<file path="src/rtl/gcd_seq_pkg.sv">
// Shared state encoding and defaults for the GCD sequencer.
// Optional zero-operand bypass is enabled by GCD_SEQ_ZERO_GUARD_EN.
package gcd_seq_pkg;

    localparam int GCD_W_DEF     = 8;
    localparam int GCD_DEPTH_DEF = 4;

    localparam logic [4:0] ST_IDLE  = 5'b00001;
    localparam logic [4:0] ST_START = 5'b00010;
    localparam logic [4:0] ST_WAIT  = 5'b00100;
    localparam logic [4:0] ST_ACK   = 5'b01000;
    localparam logic [4:0] ST_OUT   = 5'b10000;

    typedef enum logic [4:0] {
        S_IDLE  = ST_IDLE,
        S_START = ST_START,
        S_WAIT  = ST_WAIT,
        S_ACK   = ST_ACK,
        S_OUT   = ST_OUT
    } state_e;

endpackage

</file>
<file path="src/rtl/gcd_sequencer_if.sv">
// Operand, engine and result handshake bundle for gcd_sequencer.
// master = environment side, slave = sequencer side.
interface gcd_sequencer_if import gcd_seq_pkg::*; #(
    parameter int W = GCD_W_DEF
) ();

    logic         In_Valid;
    logic         In_Ready;
    logic [W-1:0] In_A;
    logic [W-1:0] In_B;
    logic [W-1:0] Gcd_Ain;
    logic [W-1:0] Gcd_Bin;
    logic         Gcd_Start;
    logic         Gcd_Ack;
    logic         Gcd_Done;
    logic [W-1:0] Gcd_Result;
    logic         Out_Valid;
    logic         Out_Ready;
    logic [W-1:0] Out_A;
    logic [W-1:0] Out_B;
    logic [W-1:0] Out_Gcd;
    logic         Out_Zero;
    logic         Busy;
    logic [4:0]   Count;

    modport master (
        output In_Valid, In_A, In_B,
        output Gcd_Done, Gcd_Result, Out_Ready,
        input  In_Ready, Gcd_Ain, Gcd_Bin,
        input  Gcd_Start, Gcd_Ack, Out_Valid,
        input  Out_A, Out_B, Out_Gcd, Out_Zero,
        input  Busy, Count
    );

    modport slave (
        input  In_Valid, In_A, In_B,
        input  Gcd_Done, Gcd_Result, Out_Ready,
        output In_Ready, Gcd_Ain, Gcd_Bin,
        output Gcd_Start, Gcd_Ack, Out_Valid,
        output Out_A, Out_B, Out_Gcd, Out_Zero,
        output Busy, Count
    );

endinterface

</file>
<file path="src/rtl/gcd_pair_fifo.sv">
// Operand-pair FIFO; caller guarantees no push when full, no pop when empty.
module gcd_pair_fifo #(
    parameter int DEPTH = 4,
    parameter int DW    = 16
) (
    input  logic          clk_i,
    input  logic          rst_ni,
    input  logic          push_i,
    input  logic [DW-1:0] wdata_i,
    input  logic          pop_i,
    output logic [DW-1:0] rdata_o,
    output logic [4:0]    count_o
);

    localparam int AW = $clog2(DEPTH);

    logic [DW-1:0] mem_q [DEPTH];
    logic [AW-1:0] wr_q, wr_d;
    logic [AW-1:0] rd_q, rd_d;
    logic [4:0]    cnt_q, cnt_d;

    // DEPTH is a power of two, so pointer overflow is the wrap
    always_comb begin
        wr_d  = wr_q + AW'(push_i);
        rd_d  = rd_q + AW'(pop_i);
        cnt_d = cnt_q + 5'(push_i) - 5'(pop_i);
    end

    always_ff @(posedge clk_i) begin
        if (!rst_ni) begin
            wr_q  <= '0;
            rd_q  <= '0;
            cnt_q <= '0;
        end else begin
            wr_q  <= wr_d;
            rd_q  <= rd_d;
            cnt_q <= cnt_d;
        end
    end

    always_ff @(posedge clk_i) begin
        if (push_i) mem_q[wr_q] <= wdata_i;
    end

    assign rdata_o = mem_q[rd_q];
    assign count_o = cnt_q;

endmodule

</file>
<file path="src/rtl/gcd_sequencer.sv">
// Feeds queued operand pairs to an external GCD engine, one at a time.
// GCD_SEQ_ZERO_GUARD_EN: pairs with a zero operand bypass the engine.
module gcd_sequencer import gcd_seq_pkg::*; #(
    parameter int DEPTH = GCD_DEPTH_DEF,
    parameter int W     = GCD_W_DEF
) (
    input logic            Clk,
    input logic            Reset_n,
    gcd_sequencer_if.slave bus
);

    state_e       state_q, state_d;
    logic [W-1:0] ain_q, ain_d;
    logic [W-1:0] bin_q, bin_d;
    logic [W-1:0] oa_q, oa_d;
    logic [W-1:0] ob_q, ob_d;
    logic [W-1:0] og_q, og_d;
    logic         oz_q, oz_d;

    logic           full;
    logic           push;
    logic           pop;
    logic           zero_hit;
    logic [4:0]     count;
    logic [2*W-1:0] head;
    logic [W-1:0]   head_a;
    logic [W-1:0]   head_b;

    assign head_a = head[2*W-1:W];
    assign head_b = head[W-1:0];
    assign full   = (count == 5'(DEPTH));
    assign push   = bus.In_Valid && !full;

`ifdef GCD_SEQ_ZERO_GUARD_EN
    assign zero_hit = (head_a == '0) || (head_b == '0);
`else
    assign zero_hit = 1'b0;
`endif

    gcd_pair_fifo #(
        .DEPTH (DEPTH),
        .DW    (2*W)
    ) u_fifo (
        .clk_i   (Clk),
        .rst_ni  (Reset_n),
        .push_i  (push),
        .wdata_i ({bus.In_A, bus.In_B}),
        .pop_i   (pop),
        .rdata_o (head),
        .count_o (count)
    );

    always_comb begin
        state_d = state_q;
        ain_d   = ain_q;
        bin_d   = bin_q;
        oa_d    = oa_q;
        ob_d    = ob_q;
        og_d    = og_q;
        oz_d    = oz_q;
        pop     = 1'b0;
        case (state_q)
            S_IDLE: begin
                if (count != 5'd0) begin
                    if (zero_hit) begin
                        // gcd(x,0) = x, so max() is the answer
                        pop     = 1'b1;
                        oa_d    = head_a;
                        ob_d    = head_b;
                        og_d    = (head_a > head_b) ? head_a : head_b;
                        oz_d    = 1'b1;
                        state_d = S_OUT;
                    end else begin
                        ain_d   = head_a;
                        bin_d   = head_b;
                        state_d = S_START;
                    end
                end
            end
            S_START: state_d = S_WAIT;
            S_WAIT: begin
                if (bus.Gcd_Done) begin
                    og_d    = bus.Gcd_Result;
                    state_d = S_ACK;
                end
            end
            S_ACK: begin
                pop     = 1'b1;
                oa_d    = head_a;
                ob_d    = head_b;
                oz_d    = 1'b0;
                state_d = S_OUT;
            end
            S_OUT: begin
                if (bus.Out_Ready) state_d = S_IDLE;
            end
            default: state_d = S_IDLE;
        endcase
    end

    always_ff @(posedge Clk) begin
        if (!Reset_n) begin
            state_q <= S_IDLE;
            ain_q   <= '0;
            bin_q   <= '0;
            oa_q    <= '0;
            ob_q    <= '0;
            og_q    <= '0;
            oz_q    <= 1'b0;
        end else begin
            state_q <= state_d;
            ain_q   <= ain_d;
            bin_q   <= bin_d;
            oa_q    <= oa_d;
            ob_q    <= ob_d;
            og_q    <= og_d;
            oz_q    <= oz_d;
        end
    end

    assign bus.In_Ready  = !full;
    assign bus.Gcd_Ain   = ain_q;
    assign bus.Gcd_Bin   = bin_q;
    assign bus.Gcd_Start = (state_q == S_START);
    assign bus.Gcd_Ack   = (state_q == S_ACK);
    assign bus.Out_Valid = (state_q == S_OUT);
    assign bus.Out_A     = oa_q;
    assign bus.Out_B     = ob_q;
    assign bus.Out_Gcd   = og_q;
    assign bus.Out_Zero  = oz_q;
    assign bus.Busy      = (state_q != S_IDLE);
    assign bus.Count     = count;

endmodule

</file>
<file path="src/flat_wrapper.sv">
// flat-port wrapper written by rule: the top's interface ports become plain ports
module gcd_sequencer_flat import gcd_seq_pkg::*;
#(
    parameter int DEPTH = GCD_DEPTH_DEF,
    parameter int W     = GCD_W_DEF
)
  (Clk, Reset_n, bus_In_Valid, bus_In_A, bus_In_B, bus_Gcd_Done, bus_Gcd_Result, bus_Out_Ready, bus_In_Ready, bus_Gcd_Ain, bus_Gcd_Bin, bus_Gcd_Start, bus_Gcd_Ack, bus_Out_Valid, bus_Out_A, bus_Out_B, bus_Out_Gcd, bus_Out_Zero, bus_Busy, bus_Count);
  gcd_sequencer_if #(.W(W)) bus_i ();
  input logic Clk;
  input logic Reset_n;
  input wire logic [$bits(bus_i.In_Valid)-1:0] bus_In_Valid;
  input wire logic [$bits(bus_i.In_A)-1:0] bus_In_A;
  input wire logic [$bits(bus_i.In_B)-1:0] bus_In_B;
  input wire logic [$bits(bus_i.Gcd_Done)-1:0] bus_Gcd_Done;
  input wire logic [$bits(bus_i.Gcd_Result)-1:0] bus_Gcd_Result;
  input wire logic [$bits(bus_i.Out_Ready)-1:0] bus_Out_Ready;
  output wire logic [$bits(bus_i.In_Ready)-1:0] bus_In_Ready;
  output wire logic [$bits(bus_i.Gcd_Ain)-1:0] bus_Gcd_Ain;
  output wire logic [$bits(bus_i.Gcd_Bin)-1:0] bus_Gcd_Bin;
  output wire logic [$bits(bus_i.Gcd_Start)-1:0] bus_Gcd_Start;
  output wire logic [$bits(bus_i.Gcd_Ack)-1:0] bus_Gcd_Ack;
  output wire logic [$bits(bus_i.Out_Valid)-1:0] bus_Out_Valid;
  output wire logic [$bits(bus_i.Out_A)-1:0] bus_Out_A;
  output wire logic [$bits(bus_i.Out_B)-1:0] bus_Out_B;
  output wire logic [$bits(bus_i.Out_Gcd)-1:0] bus_Out_Gcd;
  output wire logic [$bits(bus_i.Out_Zero)-1:0] bus_Out_Zero;
  output wire logic [$bits(bus_i.Busy)-1:0] bus_Busy;
  output wire logic [$bits(bus_i.Count)-1:0] bus_Count;
  assign bus_i.In_Valid = bus_In_Valid;
  assign bus_i.In_A = bus_In_A;
  assign bus_i.In_B = bus_In_B;
  assign bus_i.Gcd_Done = bus_Gcd_Done;
  assign bus_i.Gcd_Result = bus_Gcd_Result;
  assign bus_i.Out_Ready = bus_Out_Ready;
  assign bus_In_Ready = bus_i.In_Ready;
  assign bus_Gcd_Ain = bus_i.Gcd_Ain;
  assign bus_Gcd_Bin = bus_i.Gcd_Bin;
  assign bus_Gcd_Start = bus_i.Gcd_Start;
  assign bus_Gcd_Ack = bus_i.Gcd_Ack;
  assign bus_Out_Valid = bus_i.Out_Valid;
  assign bus_Out_A = bus_i.Out_A;
  assign bus_Out_B = bus_i.Out_B;
  assign bus_Out_Gcd = bus_i.Out_Gcd;
  assign bus_Out_Zero = bus_i.Out_Zero;
  assign bus_Busy = bus_i.Busy;
  assign bus_Count = bus_i.Count;
  gcd_sequencer #(.DEPTH(DEPTH), .W(W)) u_core (.Clk(Clk), .Reset_n(Reset_n), .bus(bus_i));
endmodule
</file>
<file path="config.mk">
export PLATFORM = sky130hd
export DESIGN_NAME = gcd_sequencer_flat
export DESIGN_NICKNAME = d
export VERILOG_FILES = /design/src/rtl/gcd_seq_pkg.sv /design/src/rtl/gcd_sequencer_if.sv /design/src/rtl/gcd_pair_fifo.sv /design/src/rtl/gcd_sequencer.sv /design/src/flat_wrapper.sv
export SDC_FILE = /design/constraint.sdc
export NUM_CORES = 1
export LEC_CHECK = 0
export ABC_AREA = 0
export BUFFER_PORTS_ARGS = -buffer_cell sky130_fd_sc_hd__buf_2
export CAP_MARGIN = 30
export CORE_AREA = 4 4 105 107
export DETAILED_ROUTE_END_ITERATION = 6
export DIE_AREA = 0 0 109 111
export PLACE_DENSITY = 0.63
export SLEW_MARGIN = 10
export SYNTH_ARGS = -nofsm -noshare
export SYNTH_HDL_FRONTEND = slang
export SYNTH_SLANG_ARGS = --single-unit
</file>
<file path="constraint.sdc">
create_clock -name Clk -period 3.45 [get_ports Clk]
set_input_delay 0.1725 -clock Clk [delete_from_list [all_inputs] [get_ports Clk]]
set_output_delay 0.1725 -clock Clk [all_outputs]
set_load 0.01 [all_outputs]
</file>
; Word level (Yosys, flattened, before mapping)
; Memory sizes are Yosys's and may differ from the RTL's. A register that Yosys moved wholly into a read port is not among the register bits.
; Cells that the tools add are included.
[word_totals]
inputBits = 29
mem_bits_rw = 64
regBits = 54
memories = 1
out_inout_bits = 51
wordCells = 38
[memory_table]
columns = memory, words, word_bits, rd, rd_clocked_by_memory_dff, write_ports, line
row1 = u_core.u_fifo.mem_q, 4, 16, 1, 1, 1, gcd_pair_fifo.sv:17  ; logic [DW-1:0] mem_q [DEPTH];
[classes]
addsub = 4
reduce_logical = 6
n_eq_ne = 10
n_mux = 8
[op_table]
columns = cell, n
row1 = $pmux W5 S5, 1
row2 = $mux W5, 3
row3 = $eq A5 B3 Y1 const B, 2
row4 = $add A5 B1 Y5, 1
row5 = $eq A5 B1 Y1 const B, 1
row6 = $eq A5 B2 Y1 const B, 1
row7 = $eq A5 B4 Y1 const B, 1
row8 = $eq A5 B5 Y1 const B, 1
row9 = $ne A5 B1 Y1 const B, 1
row10 = $reduce_bool A5 Y1, 1
row11 = $sub A5 B1 Y5, 1
row12 = $add A2 B1 Y2, 2
row13 = $ne A2 B2 Y1 const B, 2
row14 = $reduce_and A2 Y1, 2
row15 = $mux W1, 3
row16 = $reduce_and A3 Y1, 1
row17 = $mux W2, 1
row18 = $ne A2 B1 Y1 const B, 1
row19 = $logic_and A1 B1 Y1, 1
row20 = $logic_not A1 Y1, 1

; Longest topological paths before layout
[depth]
word_depth = 5
ltp_mapped = 13
mapped_depth_nobuf = 13

; Modules after synthesis
; From an unflattened synthesis, not the netlist that was laid out.
[hier_totals]
hier_cells = 322
area_unflattened_um2 = 4642.0
[by_module_without_submodules]
columns = mod, cells_each, seq_area_each_um2, area_each_um2, n_inst
row1 = gcd_pair_fifo, 137, 2102.0, 2834.0, 1
row2 = gcd_sequencer, 185, 900.9, 1808.0, 1

; Worst setup path after synthesis
; No wires, ideal clock.
[synth_path]
kind = reg-to-reg
start = register u_core.u_fifo.cnt_q[3], in the netlist u_core.u_fifo.count_o[3]
end = memory u_core.u_fifo.mem_q[1][0] (enable)
arrival_time_ns = 2.180
setup_ns = 0.413
path_stages_with_launch = 6
required_ns = 3.037
setup_slack_ns = 0.857
synth_period_minus_slack_ns = 2.593
path_buffers = 0
path_cell_list = dfxtp_1 -> inv_1 -> ha_1 -> nand2_1 -> nand2_1 -> nor3b_1
[synth_between]
elab_chain_cells = 5
[synth_lines]
columns = element, line
row1 = start: declaration, gcd_pair_fifo.sv:20  ; logic [4:0] cnt_q, cnt_d;
row2 = start signal: assignment, gcd_pair_fifo.sv:37  ; cnt_q <= cnt_d;
row3 = $eq A5 B3 Y1, gcd_sequencer.sv:31  ; assign full = (count == 5'(DEPTH));
row4 = $logic_not A1 Y1, n/a
row5 = via bus_In_Ready, flat_wrapper.sv:17  ; output wire logic [$bits(bus_i.In_Ready)-1:0] bus_In_Ready;
row6 = $logic_and A1 B1 Y1, gcd_sequencer.sv:32  ; assign push = bus.In_Valid && !full;
row7 = $mux W1, gcd_pair_fifo.sv:42  ; if (push_i) mem_q[wr_q] <= wdata_i;
row8 = $mux W1 (implied by the code), gcd_pair_fifo.sv:42
row9 = end: declaration, gcd_pair_fifo.sv:17
; The timed path passes the listed nets, and every way through them passes these cells.

; Worst setup path in the final report
[layout_path]
start = register u_core.u_fifo.cnt_q[1], in the netlist u_core.u_fifo.count_o[1]
end = register u_core.u_fifo.cnt_q[4], in the netlist u_core.u_fifo.count_o[4]
[layout_between]
elab_chain_cells = 5
[layout_lines]
columns = element, line
row1 = $eq A5 B3 Y1, gcd_sequencer.sv:31
row2 = $logic_not A1 Y1, gcd_sequencer.sv:32
row3 = $logic_and A1 B1 Y1, gcd_sequencer.sv:32
row4 = $add A5 B1 Y5 (*), gcd_pair_fifo.sv:26  ; cnt_d = cnt_q + 5'(push_i) - 5'(pop_i);
row5 = $sub A5 B1 Y5 (*), gcd_pair_fifo.sv:26
; Mark *: on every way between the ends. The rest lies on a longest branch, timed or not.
; A chain may end at the register's enable or synchronous reset.

==> flow_summary.toml <==
[critical_path]
slowest_stage = "nor3_1"
cp.arrival_ns = 3.21
cp_cell_sequence = "nor3_1 -> nand2_1 -> nand2_1 -> inv_1 -> xnor2_1 -> ha_1 -> inv_1 -> fa_1 -> nand2b_1 -> a21oi_1 -> o21ai_0 -> nor3b_1"
cp-endpoint = "u_core.u_fifo.count_o[4]"
critPathCaptureType = "register"
critPathKind = "register to register"
r2r_start = "u_core.u_fifo.count_o[1]"
reg2reg_to = "u_core.u_fifo.count_o[4]"
r2r_setup_slack_ns = 0.59
start_kind = "register"
crit_buf_inv = 2
crit_required_ns = 3.80
slowest_delay_ns = 0.47
r2r_cells = 12
cp_top_family = "simple AND/OR/NAND/NOR gates"
worst-path-max-fanout = 5
cp_num_cells = 12
crit_path_start = "u_core.u_fifo.count_o[1]"

[grt]
grt_start_max_net_pins = 26
antenna_found_initial = 0
grt_pass1_wl_mm = 15.0
grt_pass1_vias = 2933
grt_overflow = 0
grt.total_usage_pct = 16.4

[sta]
fin_tns_setup_ns = 0
worst_pin_slew_ns = 0.933
rsz0062_at_grt = "false"
final_max_slew_viol_count = 0
fin_skew_ns = 0.00713
slew_headroom_pct = 37.7
fin_crit_sh_pct = 82.9
hold_violations = 0
setup_viol = 0
layout_min_cycle_time_ns = 2.86
max_freq_ghz = 0.350

[cts]
clk_pin_slew_ns = 0.06
clk_latency_ns = 0.50
numCtsBuffers = 17
htree_levels = 4
cts-root-buf = "clkbuf_8"
cts_sinks = 118
cts_max_path_buffers = 2
postCtsSetupBuffers = 0
cts_tree = "yes"
cts_resized = 0

[final_layout]
syn_to_final_growth_pct = 30.6
diodes = 0
finalInstanceArea_sq_um = 5870
fillers = 806
final_util_pct = 57.9
ff_latch_area_sq_um = 3000
multi_input_area_sq_um = 1380
final_nets = 470
fin_cells = 583
drive_above_1_share_pct = 29.8

[place]
io_buffers = 78
gp_congestion = 0.732
dp_cells = 526
hpwl_mm = 5.90
placed_area_sq_um = 5030

[logic_synthesis]
syn-cell-area_sq_um = 4490
ys_warn_count = 0
ys_types = 39
seq_area_frac_synth_pct = 66.8
ys.flop_type = "edfxtp_1"
synth-seq-cells = 118
synthArstFlopShare_pct = 0
synth_edf_count = 64
synthCells = 322
syn_area_per_cell_sq_um = 14.0
syn_nets = 358

[route]
via_count = 2862
routed_wl_mm = 9.32
antenna_left = 0
wl_per_cell_microns = 16.0
viasPerCell = 4.91
dr.pass1.iters = 4
drt_iter0_markers = 142
drc = 0

[die]
fp.dieW_microns = 109
die_y_microns = 111
rows = 37
start_util_pct = 44.3
core-area_sq_um = 10100
fp.dieArea_sq_um = 12100
pin_count = 80

[job]
maxCapViolCount = 0

[power_and_ir_drop]
peakVddDrop_mv = 0.381
p_leak_nw = 2.28
powerDensity_nw_per_um2 = 733

[min_path]
hp-class = "input pin to register"

[run_status]
run_status = "finished clean"
==> per-layer routing <==
| layer | wire length [microns] | GRT usage [%] | vias to the layer above |
|---|---|---|---|
| li1 | - | - | 1379 |
| met1 | 4110 | 20.7 | 1382 |
| met2 | 4570 | 26.7 | 86 |
| met3 | 524 | 4.89 | 15 |
| met4 | 113 | 5.47 | 0 |
| met5 | 0 | 0 | - |
==> worst reg2reg max path, stage by stage, from the launching register on <==
cell,delay (ns)
dfxtp_1,0.36
nor3_1,0.47
nand2_1,0.13
nand2_1,0.22
inv_1,0.13
xnor2_1,0.17
ha_1,0.19
inv_1,0.06
fa_1,0.39
nand2b_1,0.17
a21oi_1,0.18
o21ai_0,0.09
nor3b_1,0.14
==> worst min-delay path by stage <==
stage,from,end,slack (ns),cells after the start
floorplan,bus_In_B[0],u_core.u_fifo.mem_q[0][0],0.27,0
global placement,bus_In_A[5],u_core.u_fifo.mem_q[2][13],0.39,1
detailed placement,bus_In_B[4],u_core.u_fifo.mem_q[0][4],0.39,1
CTS,bus_Out_Ready,u_core.state_q[4],0.01,4
global route,bus_Out_Ready,u_core.state_q[4],0.06,4
finish,bus_Out_Ready,u_core.state_q[4],0.03,4
==> report_power, final <==
| group | leakage, nW | switching (mW) | internal (mW) | total (mW) |
|---|---|---|---|---|
| Combinational | 0.970 | 0.441 | 0.377 | 0.819 |
| Sequential | 1.03 | 0.0843 | 1.65 | 1.74 |
| Clock | 0.287 | 0.572 | 1.17 | 1.74 |
| Total | 2.28 | 1.10 | 3.20 | 4.30 |
==> sequential cells by signal, indices dropped and copies added (netlist names), 5 cells and up <==
| register | flops |
|---|---|
| u_core.bus.Out_B | 8 |
| u_core.state_q | 5 |
| u_core.u_fifo.count_o | 5 |
| u_core.bus.Gcd_Bin | 8 |
| u_core.bus.Out_Gcd | 8 |
| u_core.u_fifo.mem_q | 64 |
| u_core.bus.Gcd_Ain | 8 |
| u_core.bus.Out_A | 8 |
==> per-stage QoR <==
stage / setup slack, ns / total power, mW / hold slack, ns
after detailed placement: 0.602 / 2.57 / 0.390
after global routing: 0.343 / 4.51 / 0.0560
after global placement: 0.707 / 2.55 / 0.387
final: 0.591 / 4.30 / 0.0303
after floorplan: 0.857 / 2.34 / 0.271
after CTS: 0.572 / 4.34 / 0.0107
==> synth_stat cells (2+ instances only) <==
master	number	area share (%)
a21oi_1	19	2.1
and2_1	4	0.56
buf_1	5	0.42
buf_2	3	0.33
buf_6	2	0.50
clkbuf_1	5	0.42
dfxtp_1	54	24
edfxtp_1	64	43
ha_1	6	1.7
inv_1	8	0.67
mux2i_1	24	5.3
mux4_2	16	8.0
nand2_1	37	3.1
nor2_1	35	2.9
nor3_1	4	0.45
nor3b_1	4	0.67
o211ai_1	2	0.33
o21ai_0	3	0.33
xnor2_1	5	0.97
xor2_1	3	0.58
==> area by class of cell <==
cell class	count	area share [%]
multi-input cells	178	23.5
repair buffers	110	11.8
well taps	136	2.90
clock inverters	13	2.73
inverters	9	0.576
clock buffers	19	7.35
flip-flops and latches	118	51.2
==> layout by cell type, fill, tap and decap left out, types with 7 or more instances in the layout <==
master | Yosys | routed
nor2_1 | 35 | 35
clkbuf_16 | 0 | 16
inv_1 | 8 | 8
mux2i_1 | 24 | 24
buf_4 | 1 | 7
edfxtp_1 | 64 | 64
nand2_1 | 37 | 37
dfxtp_1 | 54 | 54
dlygate4sd3_1 | 0 | 25
a21oi_1 | 19 | 19
buf_2 | 3 | 78
mux4_2 | 16 | 16
==> what timing repair did <==
item,CTS,global route
setup endpoints to repair,0,0
hold buffers,25,0
endpoints found under the hold margin,75,0
==> logic make-up after synthesis <==
family,count (synthesis),share of synthesized area (%)
other,1,0.0834
and+or+nand+nor,94,9.49
AOI/OAI and AO/OA,28,3.54
muxes,40,13.4
adders and majority gates,7,2.12
DFF,118,66.8
xor gates and xnor gates,8,1.56
buffers and inverters,26,3.03
No activity file was read; power rests on OpenSTA's default activity.
